<file path="src/rtl/enc_pkg.sv">
// Shared constants, state type and lowest-set-bit helper for the 8-to-3 encoders.
// Used by enc_8x3_seq (optional ENC_LAST_EN build) and prio_enc_8x3.
package enc_pkg;

  localparam int ENC_N = 8;
  localparam int ENC_W = 3;

  typedef enum logic {
    IDLE,
    SCAN
  } state_t;

  // Scanning from the top down lets the lowest set bit overwrite any higher one.
  function automatic logic [ENC_W-1:0] lowest_set(input logic [ENC_N-1:0] vec);
    logic [ENC_W-1:0] idx;
    idx = '0;
    for (int i = ENC_N - 1; i >= 0; i--) begin
      if (vec[i]) idx = ENC_W'(i);
    end
    return idx;
  endfunction

endpackage

</file>
<file path="src/rtl/prio_enc_8x3.sv">
// Combinational 8-to-3 priority encoder, lowest index wins.
// found is low for an all-zero vector, in which case idx is 0.
module prio_enc_8x3
  import enc_pkg::*;
(
  input  logic [ENC_N-1:0] vec,
  output logic             found,
  output logic [ENC_W-1:0] idx
);

  assign found = |vec;
  assign idx   = lowest_set(vec);

endmodule

</file>
<file path="src/rtl/enc_8x3_seq.sv">
// Sequential 8-to-3 encoder: emits the index of every set bit of an accepted vector,
// lowest first, one per output handshake. Define ENC_LAST_EN to add the out_last port.
module enc_8x3_seq
  import enc_pkg::*;
(
  input  logic             clk,
  input  logic             rst,
  input  logic             En,
  input  logic             in_valid,
  output logic             in_ready,
  input  logic [ENC_N-1:0] in_vec,
  output logic             out_valid,
  input  logic             out_ready,
  output logic [ENC_W-1:0] out_idx,
  output logic             busy,
  output logic             zero
`ifdef ENC_LAST_EN
  ,
  output logic             out_last
`endif
);

  state_t           state, state_next;
  logic [ENC_N-1:0] pending, pending_next;
  logic             zero_next;
  logic             found;
  logic [ENC_W-1:0] lead_idx;

  prio_enc_8x3 u_prio (
    .vec   (pending),
    .found (found),
    .idx   (lead_idx)
  );

  // out_idx comes straight off the pending register, so a stalled index stays put.
  always_comb begin
    state_next   = state;
    pending_next = pending;
    zero_next    = 1'b0;
    in_ready     = 1'b0;
    busy         = 1'b0;
    out_valid    = 1'b0;
    out_idx      = '0;
    case (state)
      IDLE: begin
        in_ready = En;
        if (in_valid && En) begin
          if (in_vec != '0) begin
            pending_next = in_vec;
            state_next   = SCAN;
          end else begin
            zero_next = 1'b1;
          end
        end
      end
      SCAN: begin
        busy      = 1'b1;
        out_valid = found;
        if (found) out_idx = lead_idx;
        if (found && out_ready) begin
          pending_next = pending & ~(ENC_N'(1) << lead_idx);
          if (pending_next == '0) state_next = IDLE;
        end
      end
      default: state_next = IDLE;
    endcase
  end

  always_ff @(posedge clk or posedge rst) begin
    if (rst) begin
      state   <= IDLE;
      pending <= '0;
      zero    <= 1'b0;
    end else begin
      state   <= state_next;
      pending <= pending_next;
      zero    <= zero_next;
    end
  end

`ifdef ENC_LAST_EN
  // Exactly one bit left means the index on the output is the vector's final one.
  assign out_last = out_valid && ((pending & (pending - ENC_N'(1))) == '0);
`endif

endmodule

</file>
<file path="config.mk">
export PLATFORM = sky130hd
export DESIGN_NAME = enc_8x3_seq
export DESIGN_NICKNAME = d
export VERILOG_FILES = /design/src/rtl/enc_pkg.sv /design/src/rtl/prio_enc_8x3.sv /design/src/rtl/enc_8x3_seq.sv
export SDC_FILE = /design/constraint.sdc
export NUM_CORES = 1
export LEC_CHECK = 0
export ABC_AREA = 1
export BUFFER_PORTS_ARGS = -buffer_cell sky130_fd_sc_hd__buf_4
export CAP_MARGIN = 20
export CORE_MARGIN = 3
export CORE_UTILIZATION = 45
export CTS_BUF_LIST = sky130_fd_sc_hd__clkbuf_2 sky130_fd_sc_hd__clkbuf_4 sky130_fd_sc_hd__clkbuf_8
export CTS_CLUSTER_SIZE = 10
export DETAILED_ROUTE_END_ITERATION = 10
export PLACE_DENSITY = 0.8
export SYNTH_ARGS = -nofsm -noshare
export SYNTH_HDL_FRONTEND = slang
export SYNTH_HIERARCHICAL = 1
export SYNTH_SLANG_ARGS = --single-unit
</file>
<file path="constraint.sdc">
create_clock -name clk -period 2.02 [get_ports clk]
set_input_delay 0 -clock clk [delete_from_list [all_inputs] [get_ports clk]]
set_output_delay 0 -clock clk [all_outputs]
set_load 0.01 [all_outputs]
</file>
# == Word level (Yosys, flattened, before mapping) ==
# Index checks and enable logic that the tools add are counted.
# totals
regBits,10
output_inout_bits,7
inputBits,13
word_cells,41
# classes
n_eq_ne,3
reduce_logical,6
shifts,1
n_mux,25
n_bitwise,3
# ops
cell,n
$mux 3,10
$mux 8,3
$pmux 8 s2,1
$mux 1,10
$and 8x8->8,1
$logic_not 8->1,1
$not 8->8,1
$reduce_bool 8->1,1
$reduce_or 8->1,1
$shl 1x3->8 const A,1
$ne 2x2->1 const B,2
$reduce_and 3->1,1
$logic_and 1x1->1,2
$ne 2x1->1 const B,1
$pmux 1 s2,1
$not 1->1,1

# == Longest topological paths before layout ==
# Gate-level depths: netlist of the first run.
# logic_depth
word_depth,15
mapped_depth,15
ltp_nobuf,15

# == Cells and area by module ==
# Netlist of the first run, hierarchy kept.
# modules_own_cells
mod,seq_area_each_um2,area_per_inst_um2,n_inst,cells_per_inst
enc_8x3_seq,250.2,680.7,1,103
prio_enc_8x3,0.0,98.8,1,22

# == Least setup slack after synthesis of the first run ==
# Ideal clock, no wire load.
# synth_timing
path_type,reg2reg
from,register pending[6]
to,register state
path_buffers,0
setup_slack_ns,0.509
period_less_slack_ns,1.511
setup_ns,0.119
required_time_ns,1.901
path_stages_with_launch,15
arrival_time_ns,1.392
path_cell_list,dfrtp_1 -> inv_1 -> nand2_1 -> nand2_1 -> nand2_1 -> nand2_1 -> nand2_1 -> a21oi_1 -> nand3_1 -> nand2_1 -> nand2_1 -> nor2_1 -> nand3_1 -> nand2_1 -> nand2_1
# synth_between
elab_chain_len,14
elab_cells_between_ends,16
cone_classes,shift (1); mux (10); bitwise (2); reduce/logical (3)
# synth_rtl
item,line,rtl
start: declaration,enc_8x3_seq.sv:24,"logic [ENC_N-1:0] pending, pending_next;"
start signal: assignment,enc_8x3_seq.sv:76,pending <= pending_next;
$mux 3 (7 in a row),enc_pkg.sv:18,if (vec[i]) idx = ENC_W'(i);
named net lead_idx[0],enc_8x3_seq.sv:27,logic [ENC_W-1:0] lead_idx;
$shl 1x3->8,enc_8x3_seq.sv:61,pending_next = pending & ~(ENC_N'(1) << lead_idx);
$not 8->8,enc_8x3_seq.sv:61,
$and 8x8->8,enc_8x3_seq.sv:61,
$logic_not 8->1,enc_8x3_seq.sv:62,if (pending_next == '0) state_next = IDLE;
$mux 1,enc_8x3_seq.sv:62,
$mux 1,enc_8x3_seq.sv:60,if (found && out_ready) begin
$pmux 1 s2,enc_8x3_seq.sv:44,case (state)
named net state_next,enc_8x3_seq.sv:23,"state_t state, state_next;"
end signal: assignment,enc_8x3_seq.sv:75,state <= state_next;
end: declaration,enc_8x3_seq.sv:23,
# The timed path passes the listed nets, and every way through them passes these cells.
# A chain may end at the register's enable or synchronous reset.

# == Worst setup path after layout of the first run ==
# Ends and elaborated chain as after synthesis.

==> results.md, run 1 <==
* Worst-path fanout max at 6
* Final clock skew at 0.00399 ns
* End of the critical path: state$_DFF_PP0_
* Final-report hold violation count at 0
* Endpoint type of the worst setup path: flop
* Setup slack after layout at 0.315 ns
* RSZ-0062 raised after global routing: no
* Worst-margin pin slew at 0.471 ns
* All-layer global routing usage at 18.5%
* Start point of the critical path: pending[6]$_DFFE_PP0P_
* Iteration count of the initial detailed-routing pass at 4
* Worst hold start: in_vec[1]
* Number of buffers and inverters on the critical path at 0
* Remaining antenna violation count at 0
* Antenna cell count at 0
* F_max at 587 MHz
* Synthesized netlist net count at 138
* Hold Crit Class: input port to flop
* CTS root buf: clkbuf_4
* Cell family with the largest share of critical-path delay: simple AND/OR/NAND/NOR gates
* Cell area after placement at 937 µm²
* Total number of nets in the final design at 162
* Wire length after detailed routing at 1.79 mm
* Post-DR vias/cell at 5.09
* Standard cell core area at 0.00158 mm²
* Warnings, synthesis at 6
* Clock latency on the worst-skew pair at 0.27 ns
* Most common cell on crit path: nand2_1
* Synth top area cells: dfrtp_1 32%, nand2_1 23%, nand3_1 9.0%, inv_1 8.2%, nor2_1 6.3%
* Count of port buffers added during placement at 19
* Number of endpoints failing setup at the final stage at 0
* First-pass GRT wire length at 2.92 mm
* Number of setup buffers added after CTS at 0
* Total power density per cell area at 1470 mW/mm²
* Filler Cells Inserted at 147
* Pre-CTS setup slack at 0.347 ns
* Syn Std Cell Area at 779 µm²
* Run status: complete, no violations
* Placer's final routability congestion estimate at 0.939
* Ratio of cells with drive above 1 in the final layout at 21.1%
* Final Non-Filler Cells at 163
* Critical path data required time at 2.18 ns
* Period utilization at 84.4%
* Worst Path Arrival at 1.86 ns
* Reg2reg end: state$_DFF_PP0_
* Number of clock sinks seen by CTS at 10
* CTS HTree Levels at 1
* Tightest hold margin at 0.0426 ns
* CTS tree: yes
* Number of cells in the design after placement at 159
* Static leakage power at 0.540 nW
* Synthesized instance count at 125
* Vias at 830
* Setup_tns at 0 ns
* Type of the worst setup path: flop to flop
* Final standard cell area without fillers at 970 µm²
* Cts hold-fix bufs at 1
* Fraction of the yosys area taken by sequential cells at 32.1%
* Drt drc at 0
* Reg clk slew, reported paths at 0.07 ns
* Maximum number of pins on one net before global-route repair at 17
* Minimum clock period at 1.70 ns
* Vertical die dimension at 47.6 µm
* Starting utilization of the core area at 49.4%
* Number of max-cap violations at 0
* Number of pins with negative max-slew slack in the final report at 0
* DRC marker count from the first detailed-route iteration at 38
* Yosys top cell area share at 32.1%
* Synthesis-to-finish area growth at 24.4%
* FF-to-FF Start: pending[6]$_DFFE_PP0P_
* Critical path depth at 11
* CTS Buf Count at 3
* Detailed placer's ending HPWL at 1.44 mm
* Avg Inst Size Synth at 6.24 µm²
* R2r setup slk at 0.32 ns
* Number of top-level pins at 20
* Global route total overflow at 0
* Distinct cells, synth at 17
* Floorplan die width at 47.6 µm
* Crit start category: flop
* Series of cell instances along the critical path: or2_1, nand3_1, a31oi_1, nor2_1, nand2_1, nand2_1, nand2_1, nor2_1, nand3_1, nand2_1, nand2_1
* Num rows at 14
* Biggest area consumer among synthesized cells: dfrtp_1
* Worst reg-to-reg path cell count at 11
* Number of global-route vias before repair at 663
* Die area at 0.00227 mm²
* Crit path largest cell delay at 0.41 ns
* Max rail drop VDD at 569 µV
* Crit path max-delay cell type: dfrtp_1
* Antenna violations before repair at 0
* Worst rel slew slack at 68.5%
* Max clock buf depth at 2
* Routed len/inst at 11.0 µm
* Count of state elements after synthesis at 10
* Gates resized, CTS repair at 0
-- per-layer routing --
metal | GRT usage (%) | wire length (µm)
met5 | 0 | 0
met1 | 26.1 | 811
met3 | 2.26 | 146
met4 | 9.68 | 42
met2 | 27.5 | 790
-- Yosys cell counts (all sizes together) --
| cell type | n |
|---|---|
| a21oi | 1 |
| a31oi | 2 |
| and3 | 1 |
| buf | 1 |
| dfrtp | 10 |
| inv | 19 |
| nand2 | 52 |
| nand3 | 14 |
| nand4 | 2 |
| nor2 | 13 |
| nor3 | 1 |
| o21ai | 8 |
| or2 | 1 |
-- how the worst min path moves through the flow --
stage	endpoint	slack, ns	depth (start not counted)
floorplan	pending[0]$_DFFE_PP0P_	-0.16	1
global placement	pending[0]$_DFFE_PP0P_	0.02	2
detailed placement	pending[0]$_DFFE_PP0P_	0.03	2
CTS	pending[1]$_DFFE_PP0P_	0.04	5
global route	pending[3]$_DFFE_PP0P_	0.07	5
finish	pending[1]$_DFFE_PP0P_	0.04	5
-- where the power goes --
group | total [mW] | leakage [nW] | switching (mW) | internal [mW]
combinational | 0.927 | 0.399 | 0.576 | 0.351
clock | 0.138 | 0.0138 | 0.0686 | 0.0689
sequential | 0.362 | 0.128 | 0.0842 | 0.278
-- tightest hold or removal path: stages --
cell	delay, ns
buf_4	0.08
nand2_1	0.04
o21ai_0	0.06
nand2_1	0.05
nand2_1	0.04
-- flip-flops by register name, summed over array words and instances (netlist names) --
name and flops:
state 1, pending 8, zero 1
-- cells by family (layout without fill, tap and decap cells) --
group           count (synthesis)  in the layout  synth area share [%]
flops                          10             10                  32.1
compound gates                 11             11                  7.86
buf+inv                        20             42                  9.79
simple gates                   84             84                  50.2
-- layout make-up --
| class | instances | area, µm² | area share, % |
|---|---|---|---|
| multi-input cells | 95 | 453 | 46.7 |
| flip-flops and latches | 10 | 250 | 25.8 |
| repair buffers | 20 | 153 | 15.7 |
| inverters | 19 | 71.3 | 7.35 |
| clock buffers | 3 | 22.5 | 2.32 |
| well taps | 16 | 20.0 | 2.06 |
-- layout by cell type, fill, tap and decap left out, drive strengths merged --
cell type,Yosys,final
dfrtp,10,10
inv,19,19
dlygate4sd3,0,1
nand2,52,52
nand3,14,14
a21oi,1,1
or2,1,1
nand4,2,2
nor3,1,1
o21ai,8,8
clkbuf,0,3
and3,1,1
buf,1,19
nor2,13,13
a31oi,2,2
-- through the flow --
stage	total power, mW	utilization, %
floorplan	1.03	-
global placement	1.27	59.4
detailed placement	1.28	59.4
CTS	1.43	61.5
global route	1.58	61.5
finish	1.43	61.5
Power figures use the tool's default switching activity.
==> inputs of run 2 (changes only) <==
ABC_AREA = 0   (was 1)
PLACE_DENSITY = 0.82   (was 0.8)
clock period = 1.5 ns   (was 2.02 ns; I/O delays follow)
==> run 2 against run 1 <==
  * The run now ends with negative setup slack left
  * Non-clock buffer count increased by 43
  * Clock skew increased by 0.0044 ns
  * Die area increased by 0.69%
  * Sequential share of layout area decreased by 8.8 points
  * Worst setup slack got worse by 1.0 ns
  * Total power increased to 3.4 times the previous value
==> results.md, run 2 <==
* Run status: finished, violations left
* Violations in the final reports: negative setup slack
* Vias at 1182
* Final cell utilization of the core at 95.8%
* Overall Power at 4.87 mW
* FF-to-FF Start: pending[0]$_DFFE_PP0P_
* Antenna violations before repair at 0
* Static leakage power at 0.671 nW
* Flip-flop count of the largest register, all copies and words added at 8
* Ratio of cells with drive above 1 in the final layout at 66.0%
* Worst Path Arrival at 2.38 ns
* Type of the worst setup path: flop to flop
* Endpoint type of the worst setup path: flop
* Number of endpoints failing setup at the final stage at 13
* Placer's final routability congestion estimate at 0.918
* Global route total overflow at 0
* Count of state elements after synthesis at 10
* Register bank with the most flops: pending
* Post-DR vias/cell at 7.25
* Antenna cell count at 0
* Synthesized instance count at 86
* Number of top-level pins at 20
* Clock latency on the worst-skew pair at 0.27 ns
* End of the critical path: state$_DFF_PP0_
* Setup_tns at -6.47 ns
* First-pass GRT wire length at 5.07 mm
* Setup slack after layout at -0.726 ns
* Syn Std Cell Area at 786 µm²
* Hold Crit Class: input port to flop
* R2r setup slk at -0.73 ns
* Worst hold start: in_vec[0]
* Number of max-cap violations at 0
* Maximum number of pins on one net before global-route repair at 17
* Period utilization at 148%
* All-layer global routing usage at 32.7%
* Most frequently used cell type in the post-synthesis netlist: dfrtp_1
* Final clock skew at 0.00843 ns
* Crit start category: flop
* Worst-path fanout max at 8
* Critical path data required time at 1.66 ns
* Biggest area consumer among synthesized cells: dfrtp_1
* Tightest hold margin at 0.0305 ns
* Biggest regs: pending (8), state (1), zero (1)
* Wire length after detailed routing at 4.40 mm
* Die area at 0.00228 mm²
* Reg2reg end: state$_DFF_PP0_
* Avg Inst Size Synth at 9.14 µm²
* Worst rel slew slack at 70.0%
* Total area of multi-input combinational cells at 667 µm²
* Minimum clock period at 2.23 ns
* Synthesis-to-finish area growth at 92.2%
* Most frequent standard cell in the layout excluding fill and tap cells: buf_4
* CTS HTree Levels at 1
* Max rail drop VDD at 2280 µV
* Fraction of met2 tracks used by global routing at 53.6%
* Met1 Use GR at 38.0%
* Filler Cells Inserted at 37
* Floorplan die width at 47.8 µm
* Worst-margin pin slew at 0.446 ns
* Drt drc at 0
* Warnings, synthesis at 6
* Synth top area cells: dfrtp_1 32%, a22o_1 8.9%, nor4_2 4.8%, o21ai_1 4.5%, o21ai_0 3.8%
* Sequential cell area at 256 µm²
* F_max at 449 MHz
* Total number of nets in the final design at 161
* Starting utilization of the core area at 49.8%
* Final-report hold violation count at 0
* Distinct cells, synth at 37
* Most common library cells after synthesis: 10 x dfrtp_1, 8 x a22o_1, 7 x o21ai_1, 6 x nor2_1, 6 x o21ai_0
* Synthesized netlist net count at 99
* Fraction of the yosys area taken by sequential cells at 31.8%
* RSZ-0062 raised after global routing: yes
* Detailed placer's ending HPWL at 1.73 mm
* Worst reg-to-reg path cell count at 6
* Yosys top cell area share at 31.8%
* Most used flip-flop cell after synthesis: dfrtp_1
* Met3 routing resource usage after global routing at 7.89%
* Pre-CTS setup slack at -0.515 ns
* Remaining antenna violation count at 0
* Max clock buf depth at 2
* Grt peak-use layer: met2
* Number of clock sinks seen by CTS at 10
* Ys async rst share at 100%
* CTS tree: yes
* DRC marker count from the first detailed-route iteration at 116
* Num rows at 14
* Count of port buffers added during placement at 19
* Number of pins with negative max-slew slack in the final report at 0
* Number of global-route vias before repair at 1059
* Start point of the critical path: pending[0]$_DFFE_PP0P_
* Total power density per cell area at 3220 mW/mm²
* EDFF count, synth at 0
* CTS root buf: clkbuf_4
* CTS Buf Count at 3
* Vertical die dimension at 47.8 µm
* Iteration count of the initial detailed-routing pass at 5
* Reg clk slew, reported paths at 0.08 ns
* Highest-count cells in the layout ignoring fill and taps: 48 x buf_4, 11 x o21ai_1, 8 x a22o_1, 8 x dlygate4sd3_1, 7 x buf_6
* Standard cell core area at 0.00158 mm²
* Routed len/inst at 27.0 µm
## run 2: how the worst min path moves through the flow
stage / end / slack, ns / cells past startpoint
floorplan: pending[0]$_DFFE_PP0P_ / -0.16 / 1
global placement: zero$_DFF_PP0_ / 0.006 / 2
detailed placement: zero$_DFF_PP0_ / 0.01 / 2
CTS: pending[0]$_DFFE_PP0P_ / 0.002 / 2
global route: pending[0]$_DFFE_PP0P_ / 0.08 / 2
finish: pending[0]$_DFFE_PP0P_ / 0.03 / 2
## run 2: per-layer routing
metal	wire length, µm	up-vias	part of all wire (%)
met4	310	0	7.0
met3	563	43	13
met5	0	-	0
met1	1560	554	35
met2	1970	132	45
li1	-	453	-
## run 2: power by group
part | leakage (nW) | internal (mW) | switching [mW]
clock | 0.0210 | 0.148 | 0.107
sequential | 0.122 | 0.402 | 0.224
combinational | 0.528 | 2.05 | 1.94
total | 0.671 | 2.60 | 2.27
## run 2: kinds of logic after synthesis
group	count (synthesis)	synth area share, %
AND/OR/NAND/NOR	35	29.9
AO/OA/AOI/OAI	32	31.8
flip-flops	10	31.8
buffers and inverters	9	6.37
## run 2: area by class of cell
class,instances,area share (%)
sequential,10,17.0
clock buffer,4,2.40
tap,16,1.33
timing repair buffer,63,34.4
inverter,3,0.746
multi-input combinational,67,44.2
## run 2: critical path, stage by stage, from the launching register on
cell     delay [ns]
dfrtp_1        0.45
nor2_1         0.25
and3b_2        0.42
nand2_1        0.20
or4_1          0.49
a31oi_2        0.22
a21oi_2        0.08
## run 2: timing repair
item	in CTS	in global routing
setup endpoints to repair	13	13
pin swaps	6	12
resized for setup	28	22
hold buffers	8	0
hold endpoints to repair	17	0
setup buffers	12	8
## run 2: per-stage QoR
stage,instances,area [µm²]
final,163,1510
after global routing,163,1510
after CTS,157,1370
after detailed placement,135,1080
after global placement,135,1080
after floorplan,86,813
==> inputs of run 3 (changes only) <==
CTS_CLUSTER_SIZE = default   (was 10)
SETUP_SLACK_MARGIN = 0.5   (was default)
==> run 3 against run 2 <==
  * The run now fails in 5_1_grt
  * Synthesized cell count stayed put
  * Area after synthesis stayed put
==> results.md, run 3 <==
* Vertical die dimension at 47.8 µm
* Most used flip-flop cell after synthesis: dfrtp_1
* Worst setup endpoint after the global-route repair_timing: state$_DFF_PP0_/D
* Count of state elements after synthesis at 10
* Synthesized instance count at 86
* Yosys top cell area share at 31.8%
* Synthesized netlist net count at 99
* Most frequently used cell type in the post-synthesis netlist: dfrtp_1
* Avg Inst Size Synth at 9.14 µm²
* CTS root buf: clkbuf_4
* Number of top-level pins at 20
* Fraction of the yosys area taken by sequential cells at 31.8%
* Run-stopping error: [ERROR DPL-0033] detailed placement checks failed during check placement.
* Count of port buffers added during placement at 19
* Placer's final routability congestion estimate at 0.938
* Warnings, synthesis at 6
* Ys async rst share at 100%
* Kind of endpoint with the least setup slack: register data pin
* Biggest area consumer among synthesized cells: dfrtp_1
* CTS HTree Levels at 1
* Antenna violations before repair at 0
* EDFF count, synth at 0
* Starting utilization of the core area at 49.8%
* Most common library cells after synthesis: 10 x dfrtp_1, 8 x a22o_1, 7 x o21ai_1, 6 x nor2_1, 6 x o21ai_0
* CTS Buf Count at 3
* Synth top area cells: dfrtp_1 32%, a22o_1 8.9%, nor4_2 4.8%, o21ai_1 4.5%, o21ai_0 3.8%
* Maximum number of pins on one net before global-route repair at 17
* Run status: did not finish
* Floorplan die width at 47.8 µm
* Number of clock sinks seen by CTS at 10
* Num rows at 14
* Distinct cells, synth at 37
* Syn Std Cell Area at 786 µm²
* Terminating stage of the flow: 5_1_grt
* Detailed placer's ending HPWL at 1.86 mm
* Max clock buf depth at 2
[run 3: cells by family after synthesis]
family                 after synthesis  share of synthesized area (%)
AND/OR/NAND/NOR                     35                           29.9
AO/OA/AOI/OAI                       32                           31.8
flip-flops                          10                           31.8
buffers and inverters                9                           6.37
[run 3: stage by stage]
step	instances	setup slack, ns	TNS [ns]	instance area, µm²	util (%)
CTS	160	-0.513	-4.26	1480	93.7
detailed placement	135	-0.520	-2.57	1090	69.4
global placement	135	-0.427	-1.95	1090	69.4
floorplan	86	-0.381	-1.11	837	-
[run 3: timing repair]
item                                   CTS
gates cloned                             1
resized for setup                       32
buffers inserted                        11
endpoints found under the hold margin   18
hold buffers                             9
pin swaps                                7
setup endpoints to repair               16
==> inputs of run 4 (changes only) <==
CORE_AREA = 3 3 64 66   (was default)
CORE_MARGIN = default   (was 3)
CORE_UTILIZATION = default   (was 45)
CTS_BUF_LIST = default   (was sky130_fd_sc_hd__clkbuf_2 sky130_fd_sc_hd__clkbuf_4 sky130_fd_sc_hd__clkbuf_8)
DIE_AREA = 0 0 67 69   (was default)
PLACE_DENSITY = default   (was 0.82)
PLACE_DENSITY_LB_ADDON = 0.15   (was default)
SETUP_SLACK_MARGIN = default   (was 0.5)
clock period = 2 ns   (was 1.5 ns; I/O delays follow)
==> run 4 against run 3 <==
  * The flow now finishes, with violations (negative setup slack)
==> results.md, run 4 (synthesis gave the netlist of run 2 again) <==
* Run status: finished, violations left
* Violations in the final reports: negative setup slack
* Minimum clock period at 2.06 ns
* Biggest regs: pending (8), state (1), zero (1)
* Ratio of cells with drive above 1 in the final layout at 50.4%
* CTS Buf Count at 3
* CTS HTree Levels at 1
* Maximum number of pins on one net before global-route repair at 17
* F_max at 486 MHz
* Number of global-route vias before repair at 906
* Wire length after detailed routing at 2.60 mm
* First-pass GRT wire length at 4.33 mm
* Max rail drop VDD at 890 µV
* Number of clock sinks seen by CTS at 10
* Flip-flop count of the largest register, all copies and words added at 8
* All-layer global routing usage at 11.9%
* Worst-margin pin slew at 0.438 ns
* Die area at 0.00462 mm²
* Number of top-level pins at 20
* Endpoint type of the worst setup path: flop
* Worst hold start: in_vec[3]
* Type of the worst setup path: flop to flop
* Total power density per cell area at 2040 mW/mm²
* Total number of nets in the final design at 140
* CTS tree: yes
* Global route total overflow at 0
* Sink of the worst hold path: pending[3]$_DFFE_PP0P_
* Reg clk slew, reported paths at 0.05 ns
* Worst Path Arrival at 2.17 ns
* Post-DR vias/cell at 4.78
* Worst rel slew slack at 70.7%
* Vertical die dimension at 69 µm
* Critical path data required time at 2.11 ns
* Setup_tns at -0.0572 ns
* Worst-path fanout max at 4
* Antenna cell count at 0
* Routed len/inst at 15.0 µm
* Number of max-cap violations at 0
* Crit path largest cell delay at 0.45 ns
* Reg2reg end: state$_DFF_PP0_
* Series of cell instances along the critical path: nor4_4, and3b_2, buf_6, or3_4, a2111oi_4, a21oi_2
* CTS root buf: clkbuf_8
* Antenna violations before repair at 0
* DRC marker count from the first detailed-route iteration at 32
* Setup slack after layout at -0.0572 ns
* Register bank with the most flops: pending
* Most frequent standard cell in the layout excluding fill and tap cells: buf_4
* Final clock skew at 0.00284 ns
* Vias at 827
* Placer's final routability congestion estimate at 0.875
* Synthesis-to-finish area growth at 57.3%
* Tightest hold margin at 0.00720 ns
* Detailed placer's ending HPWL at 1.93 mm
* FF-to-FF Start: pending[4]$_DFFE_PP0P_
* Num rows at 22
* Clock latency on the worst-skew pair at 0.23 ns
* Hold Crit Class: input port to flop
* Iteration count of the initial detailed-routing pass at 4
* Min-Delay Path Depth at 2
* Worst reg-to-reg path cell count at 6
* Crit start category: flop
* Standard cell core area at 0.00363 mm²
* Number of pins with negative max-slew slack in the final report at 0
* Number of endpoints failing setup at the final stage at 1
* Crit path max-delay cell type: dfrtp_2
* Starting utilization of the core area at 21.6%
* Count of port buffers added during placement at 19
* RSZ-0062 raised after global routing: yes
* Static leakage power at 0.548 nW
* Final-report hold violation count at 0
* Highest-count cells in the layout ignoring fill and taps: 39 x buf_4, 8 x a22o_1, 7 x o21ai_1, 7 x dfrtp_1, 6 x o21ai_0
* R2r setup slk at -0.06 ns
* Remaining antenna violation count at 0
* Max clock buf depth at 2
* Drt drc at 0
* Floorplan die width at 67 µm
* Period utilization at 103%
-- run 4: critical path, delay by kind of cell, from the launching register on --
family | cells | cell delay [ns]
and+or+nand+nor | 3 | 0.93
buffers and inverters | 1 | 0.13
DFF | 1 | 0.45
AOI/OAI and AO/OA | 2 | 0.41
-- run 4: worst max-delay path by stage --
stage | start | to | slack [ns]
after detailed placement | pending[4]$_DFFE_PP0P_ | state$_DFF_PP0_ | -0.15
after CTS | pending[5]$_DFFE_PP0P_ | state$_DFF_PP0_ | -0.07
after global routing | pending[4]$_DFFE_PP0P_ | state$_DFF_PP0_ | -0.14
after global placement | pending[4]$_DFFE_PP0P_ | state$_DFF_PP0_ | -0.16
after floorplan | pending[4]$_DFFE_PP0P_ | state$_DFF_PP0_ | 0.05
final | pending[4]$_DFFE_PP0P_ | state$_DFF_PP0_ | -0.06
-- run 4: metrics by stage --
step | utilization [%] | instance area [µm²] | instances | worst slack, ns | power [mW]
6_report | 34.0 | 1240 | 173 | -0.0572 | 2.52
5_1_grt | 34.0 | 1240 | 173 | -0.142 | 2.72
4_1_cts | 32.9 | 1190 | 172 | -0.0668 | 2.38
3_5_place_dp | 30.1 | 1090 | 166 | -0.151 | 2.00
3_3_place_gp | 30.1 | 1090 | 166 | -0.159 | 2.02
2_1_floorplan | - | 786 | 86 | 0.0451 | 1.37
-- run 4: timing repair --
| action | 4_1_cts | 5_1_grt |
|---|---|---|
| endpoints found under the hold margin | 10 | 0 |
| setup endpoints to repair | 1 | 3 |
| pin swaps | 6 | 4 |
| buffers inserted | 2 | 1 |
| hold buffers | 1 | 0 |
| resized for setup | 7 | 9 |
| gates cloned | 0 | 0 |
-- run 4: power by group --
part | switching (mW) | internal, mW
clock network | 0.0785 | 0.132
registers | 0.141 | 0.298
logic | 0.858 | 1.01
total | 1.08 | 1.44
-- run 4: routing by layer --
| metal | track usage [%] | vias to the layer above | share of wire [%] |
|---|---|---|---|
| met2 | 17.6 | 19 | 45 |
| li1 | - | 407 | - |
| met1 | 17.2 | 397 | 50 |
| met3 | 1.47 | 4 | 4.2 |
| met4 | 4.95 | 0 | 1.4 |
| met5 | 0 | - | 0 |
-- run 4: final cells by class --
| class | instances | area [µm²] |
|---|---|---|
| Inverter | 3 | 11.3 |
| Tap cell | 48 | 60.1 |
| Clock buffer | 3 | 41.3 |
| Timing Repair Buffer | 42 | 325 |
| Fill cell | 383 | 2400 |
| Sequential cell | 10 | 254 |
| Multi-Input combinational cell | 67 | 544 |
